### src/rtl/hub75_pkg.sv
// Shared definitions for the HUB75 BCM panel driver: scan FSM encoding,
// frame-buffer word layout and timing/width helpers.
package hub75_pkg;

  typedef enum logic [2:0] {
    ST_IDLE,
    ST_REQ,
    ST_WAIT,
    ST_CLKL,
    ST_CLKH,
    ST_BLANK,
    ST_LATCH,
    ST_SHOW
  } state_t;

  // Field index within rd_data = {R0,G0,B0,R1,G1,B1}; field f occupies bits [f*BPC +: BPC]
  localparam int F_R0 = 5;
  localparam int F_G0 = 4;
  localparam int F_B0 = 3;
  localparam int F_R1 = 2;
  localparam int F_G1 = 1;
  localparam int F_B1 = 0;

  // On-time of bit-plane p, doubling with each step in bit significance
  function automatic int on_time(input int base, input int p);
    return base << p;
  endfunction

  // Frame-buffer address width: {scan_row, col}
  function automatic int addr_w(input int rows, input int cols);
    return $clog2(rows / 2) + $clog2(cols);
  endfunction

endpackage

### src/rtl/hub75_bcm_timer.sv
// Loadable down-counter with a zero flag. A state lasting N cycles loads
// N-1 on entry and exits in the cycle where zero is high.
module hub75_bcm_timer #(
  parameter int W = 8
) (
  input  logic         clk,
  input  logic         rst,
  input  logic         load,
  input  logic [W-1:0] val,
  output logic         zero
);

  logic [W-1:0] cnt;

  // Load takes priority; otherwise count down and park at zero
  always_ff @(posedge clk or negedge rst) begin
    if (!rst) begin
      cnt <= '0;
    end else if (load) begin
      cnt <= val;
    end else if (cnt != '0) begin
      cnt <= cnt - W'(1);
    end
  end

  assign zero = (cnt == '0);

endmodule

### src/rtl/hub75_bcm_panel.sv
// HUB75 scan driver with binary-coded modulation: shifts one bit-plane of a
// scan row out of the frame buffer, latches it, then lights it for a time
// weighted by the plane's significance. Buffer swaps only at frame end.
module hub75_bcm_panel
  import hub75_pkg::*;
#(
  parameter  int COLS       = 64,
  parameter  int ROWS       = 32,
  parameter  int BPC        = 4,
  parameter  int CLK_DIV    = 3,
  parameter  int BASE_DELAY = 20,
  parameter  int RD_LAT     = 1,
  localparam int RW         = $clog2(ROWS / 2),
  localparam int AW         = addr_w(ROWS, COLS)
) (
  input  logic            clk,
  input  logic            rst,
  input  logic            enable,
  input  logic            swap_req,
  output logic            swap_ack,
  output logic            buf_sel,
  output logic            rd_en,
  output logic [AW-1:0]   rd_addr,
  input  logic [6*BPC-1:0] rd_data,
  output logic            LP_CLK,
  output logic            LATCH,
  output logic            NOE,
  output logic [RW-1:0]   ROW,
  output logic [2:0]      RGB0,
  output logic [2:0]      RGB1,
  output logic            frame_done
);

  localparam int CW = $clog2(COLS);
  localparam int PW = (BPC > 1) ? $clog2(BPC) : 1;
  localparam int DW = 6 * BPC;
  localparam int TW = $clog2(on_time(BASE_DELAY, BPC - 1) + RD_LAT + CLK_DIV + 1);

  state_t          state, state_nx;
  logic [RW-1:0]   row_q, row_nx;
  logic [CW-1:0]   col_q, col_nx;
  logic [PW-1:0]   plane_q, plane_nx;
  logic            tmr_load, tmr_zero;
  logic [TW-1:0]   tmr_val;
  logic            last_col, last_plane, last_row, show_end, frame_end;
  logic [2:0]      rgb0_nx, rgb1_nx;

  // Bit p of colour field f in a frame-buffer word
  function automatic logic fbit(input logic [DW-1:0] d, input int f, input int p);
    logic [DW-1:0] s;
    s = d >> (f * BPC + p);
    return s[0];
  endfunction

  assign last_col   = (col_q == CW'(COLS - 1));
  assign last_plane = (plane_q == PW'(BPC - 1));
  assign last_row   = (row_q == RW'(ROWS / 2 - 1));
  assign show_end   = (state == ST_SHOW) && tmr_zero;
  assign frame_end  = show_end && last_plane && last_row;

  hub75_bcm_timer #(.W(TW)) u_timer (
    .clk  (clk),
    .rst  (rst),
    .load (tmr_load),
    .val  (tmr_val),
    .zero (tmr_zero)
  );

  // Scan FSM state register
  always_ff @(posedge clk or negedge rst) begin
    if (!rst) state <= ST_IDLE;
    else      state <= state_nx;
  end

  // Next state and timer reload on entry to each timed state
  always_comb begin
    state_nx = state;
    tmr_load = 1'b0;
    tmr_val  = '0;
    case (state)
      ST_IDLE:  if (enable) state_nx = ST_REQ;
      ST_REQ: begin
        state_nx = ST_WAIT;
        tmr_load = 1'b1;
        tmr_val  = TW'(RD_LAT - 1);
      end
      ST_WAIT: if (tmr_zero) begin
        state_nx = ST_CLKL;
        tmr_load = 1'b1;
        tmr_val  = TW'(CLK_DIV - 1);
      end
      ST_CLKL: if (tmr_zero) begin
        state_nx = ST_CLKH;
        tmr_load = 1'b1;
        tmr_val  = TW'(CLK_DIV - 1);
      end
      ST_CLKH:  if (tmr_zero) state_nx = last_col ? ST_BLANK : ST_REQ;
      ST_BLANK: begin
        state_nx = ST_LATCH;
        tmr_load = 1'b1;
        tmr_val  = TW'(CLK_DIV - 1);
      end
      ST_LATCH: if (tmr_zero) begin
        state_nx = ST_SHOW;
        tmr_load = 1'b1;
        tmr_val  = TW'(on_time(BASE_DELAY, int'(plane_q)) - 1);
      end
      // A dropped enable is honoured only here, so a started plane always completes
      ST_SHOW:  if (tmr_zero) state_nx = enable ? ST_REQ : ST_IDLE;
      default:  state_nx = ST_IDLE;
    endcase
  end

  // Column/plane/row sequencing; plane advance happens before any IDLE so resume picks the next plane
  always_comb begin
    col_nx   = col_q;
    plane_nx = plane_q;
    row_nx   = row_q;
    if (state == ST_CLKH && tmr_zero) col_nx = last_col ? '0 : col_q + CW'(1);
    if (show_end) begin
      plane_nx = last_plane ? '0 : plane_q + PW'(1);
      if (last_plane) row_nx = last_row ? '0 : row_q + RW'(1);
    end
  end

  // Current-plane bits of the returned pixel pair
  always_comb begin
    rgb0_nx = {fbit(rd_data, F_R0, int'(plane_q)), fbit(rd_data, F_G0, int'(plane_q)),
               fbit(rd_data, F_B0, int'(plane_q))};
    rgb1_nx = {fbit(rd_data, F_R1, int'(plane_q)), fbit(rd_data, F_G1, int'(plane_q)),
               fbit(rd_data, F_B1, int'(plane_q))};
  end

  // Registered outputs decoded from the next state so they line up with the state register
  always_ff @(posedge clk or negedge rst) begin
    if (!rst) begin
      row_q      <= '0;
      col_q      <= '0;
      plane_q    <= '0;
      LP_CLK     <= 1'b0;
      LATCH      <= 1'b0;
      NOE        <= 1'b1;
      ROW        <= '0;
      RGB0       <= '0;
      RGB1       <= '0;
      rd_en      <= 1'b0;
      rd_addr    <= '0;
      buf_sel    <= 1'b0;
      swap_ack   <= 1'b0;
      frame_done <= 1'b0;
    end else begin
      row_q      <= row_nx;
      col_q      <= col_nx;
      plane_q    <= plane_nx;
      LP_CLK     <= (state_nx == ST_CLKH);
      LATCH      <= (state_nx == ST_LATCH);
      NOE        <= (state_nx != ST_SHOW);
      rd_en      <= (state_nx == ST_REQ);
      if (state_nx == ST_REQ) rd_addr <= {row_nx, col_nx};
      if (state == ST_WAIT && tmr_zero) begin
        RGB0 <= rgb0_nx;
        RGB1 <= rgb1_nx;
      end
      if (state == ST_BLANK) ROW <= row_q;
      frame_done <= frame_end;
      // swap_req is a level: a request raised mid-frame simply waits here for the boundary
      swap_ack   <= frame_end && swap_req;
      if (frame_end && swap_req) buf_sel <= ~buf_sel;
    end
  end

endmodule

### config.mk
export PLATFORM = sky130hd
export DESIGN_NAME = hub75_bcm_panel
export DESIGN_NICKNAME = d
export VERILOG_FILES = /design/src/rtl/hub75_pkg.sv /design/src/rtl/hub75_bcm_timer.sv /design/src/rtl/hub75_bcm_panel.sv
export SDC_FILE = /design/constraint.sdc
export NUM_CORES = 1
export LEC_CHECK = 0
export ABC_AREA = 0
export CAP_MARGIN = 20
export CORE_AREA = 8 8 98 78
export DETAILED_ROUTE_END_ITERATION = 8
export DIE_AREA = 0 0 106 86
export PLACE_DENSITY_LB_ADDON = 0.15
export SLEW_MARGIN = 20
export SYNTH_ARGS = -nofsm -noshare
export SYNTH_HDL_FRONTEND = slang
export SYNTH_SLANG_ARGS = --single-unit
### constraint.sdc
create_clock -name clk -period 2.9 [get_ports clk]
set_input_delay 0.58 -clock clk [delete_from_list [all_inputs] [get_ports clk]]
set_output_delay 0.58 -clock clk [all_outputs]
set_load 0.005 [all_outputs]
==> impl_metrics.json <==
{
  "grt_overflow_total": 0,
  "cts_buffer_depth": 2,
  "cts_tree": "done",
  "grt_pass1_wl_microns": 10200,
  "cts_hold_buf": 0,
  "cts_buffers": 5,
  "ys_types": 54,
  "fin_cells": 370,
  "final_common_cell": "clkdlybuf4s50_1",
  "layout.cells.most_common_list": "clkdlybuf4s50_1 (53), dfrtp_1 (49), nand2_1 (20), mux2_2 (19)",
  "track_usage_pct": 13.6,
  "hold_path_class": "in -> async",
  "synth_edf_count": 0,
  "synth.area.mux_share_pct": 14.0,
  "synth-xor-area-share_pct": 2.98,
  "grt_max_degree": 51,
  "cp_data_required_time_ps": 3100,
  "cts.sinks": 50,
  "gp_congestion": 0.823,
  "vias": 2021,
  "grt_setup_unrepaired": "no",
  "timing.final.crit_period_ps": 2320,
  "worst_pin_slew_ps": 568,
  "via_per_inst": 5.46,
  "reg2reg_slack_ps": 580,
  "grt_util_met1_pct": 18.9,
  "relSlewSlack_pct": 62.2,
  "ir_worst_vdd_mv": 0.215,
  "dp.cells": 362,
  "clk_pin_slew_ps": 110,
  "die_h_microns": 86,
  "io_pins": 55,
  "cts-root-buf": "clkbuf_8",
  "drtIter0Drc": 72,
  "multi_input_area_sq_um": 1310,
  "finalHoldViolations": 0,
  "synth-adder-area-share_pct": 4.73,
  "cap_violations": 0,
  "tns_ps": 0,
  "path_max_fanout": 10,
  "met3_usage_pct": 5.69,
  "wl_microns": 5830,
  "finalInstanceArea_sq_um": 3360,
  "core_sq_um": 6100,
  "synth_top_family_by_area": "simple AND/OR/NAND/NOR gates",
  "final_layout_size_suffix_gt1_share_pct": 15.9,
  "routedWlPerCell_microns": 15.8,
  "fillers": 554,
  "r2r_cells": 6,
  "drc": 0,
  "fin_ws_ps": 577,
  "initial_utilization_pct": 43.3,
  "postSynthAreaPerCell_sq_um": 11.3,
  "seqCellArea_sq_um": 1250,
  "finClkSkew_ps": 7.35,
  "use_met2_pct": 18.8,
  "hpwlAfterDp_microns": 4240,
  "dieArea_sq_um": 9120,
  "synthToLayoutAreaGrowth_pct": 27.1,
  "worstReg2RegEnd": "rd_addr[6]",
  "grt_pass1_vias": 2119,
  "insertedDiodeCount": 0,
  "p_per_area_nw_per_um2": 494,
  "leakagePower_nw": 1.43,
  "setup_viol": 0,
  "busiest_layer": "met1",
  "worst_setup_path_end_kind": "flop",
  "synth_warnings": 0,
  "first_pass_iters": 4,
  "cts_setup_buffers": 0,
  "cp-start-kind": "flop",
  "cp_data_arrival_time_ps": 2530,
  "insertion_delay_ps": 310,
  "placedInstanceArea_sq_um": 3260,
  "period_share_pct": 80.1,
  "post-place-ws_ps": 598,
  "synth_fp_nets": 272,
  "fp-row-count": 25,
  "fmax_mhz": 430,
  "syn_inst": 234,
  "ys_async_sr_fraction_pct": 100,
  "reg2reg_from": "u_timer.cnt[0]",
  "synth-seq-cells": 50,
  "post_cts_resized": 0,
  "ys_seq_area_share_pct": 47.4,
  "synth_area_sq_um": 2640,
  "path_class": "reg -> reg",
  "ant_nets": 0,
  "slew_viol_final": 0,
  "synth_compound_area_share_pct": 13.6,
  "nNetsFinal": 326,
  "h-tree-depth": 2,
  "antenna_found_initial": 0,
  "synthFlopType": "dfrtp_1",
  "outcome": "finished, final reports clean",
  "synth_simple_gate_area_share_pct": 14.2,
  "numPortBuffers": 54,
  "die_x_microns": 106
}
flip-flops by register name, indices dropped and copies added, names as in the netlist, 2 cells and up:
| signal | flops |
|---|---|
| ROW | 4 |
| plane_q | 2 |
| RGB1 | 3 |
| row_q | 4 |
| rd_addr | 10 |
| RGB0 | 3 |
| col_q | 6 |
| state | 3 |
| u_timer.cnt | 8 |
cells in the mapped netlist, types with 2 or more instances:
cell type	n	area share, %
o22ai_1	4	0.95
a21oi_1	11	2.1
mux2_2	19	8.1
buf_2	2	0.38
ha_1	10	4.7
buf_4	2	0.57
nor2_1	11	1.6
mux2i_1	2	0.76
dfrtp_1	49	46
nor3_1	5	0.95
a21boi_0	2	0.57
o22a_1	2	0.66
xor2_1	3	0.99
xnor2_1	6	2.0
and2_1	3	0.71
o21ai_0	9	1.7
nand3_1	8	1.5
and4_1	2	0.66
nand2_1	20	2.8
inv_1	10	1.4
mux4_2	6	5.1
and3_1	2	0.47
or4_1	2	0.57
o32ai_1	3	0.99
a21o_1	3	0.85
a211oi_1	3	0.85
a31oi_1	2	0.47
nand4_1	3	0.71
clkbuf_1	5	0.71
layer usage:
metal  wire (microns)  part of all wire (%)
met5                0                     0
met2             2450                    42
met1             2850                    49
met4               38                  0.65
met3              498                   8.5
area by class of cell:
type | count | area share (%)
Sequential cell | 50 | 37.3
Inverter | 10 | 1.12
Clock inverter | 3 | 0.782
Clock buffer | 5 | 2.05
Tap cell | 81 | 3.02
Multi-Input combinational cell | 165 | 39.0
Timing Repair Buffer | 56 | 16.8
report_power, final:
part	switching [mW]	internal (mW)	leakage (nW)
sequential	0.0759	0.765	0.633
clock	0.261	0.178	0.0491
combinational	0.167	0.211	0.750
cells by family after synthesis:
logic type | count (synthesis)
simple gates | 68
compound gates | 51
flops | 50
mux | 27
buf+inv | 19
fa+ha+maj | 10
xor+xnor | 9
worst max path at each step:
stage | startpoint | end | slack (ps) | cells past startpoint
2_1_floorplan | u_timer.cnt[0] | rd_addr[3] | 900 | 6
3_3_place_gp | u_timer.cnt[0] | rd_addr[9] | 680 | 6
3_5_place_dp | u_timer.cnt[0] | rd_addr[6] | 600 | 6
4_1_cts | u_timer.cnt[0] | rd_addr[5] | 590 | 6
5_1_grt | u_timer.cnt[0] | rd_addr[8] | 430 | 6
6_report | u_timer.cnt[0] | rd_addr[6] | 580 | 6
stage by stage:
stage / hold slack [ps] / power (mW) / util (%)
6_report: 249 / 1.66 / 55.1
3_3_place_gp: 459 / 1.23 / 53.5
5_1_grt: 272 / 1.76 / 55.1
2_1_floorplan: 284 / 1.04 / -
3_5_place_dp: 456 / 1.24 / 53.5
4_1_cts: 255 / 1.68 / 55.1
worst max-delay path, stage by stage (launching register included):
cell,delay (ps)
dfrtp_1,440
inv_1,100
ha_1,190
nor3b_2,370
nand3_2,290
o221ai_4,450
mux2_2,380
No activity file was read; power rests on OpenSTA's default activity.
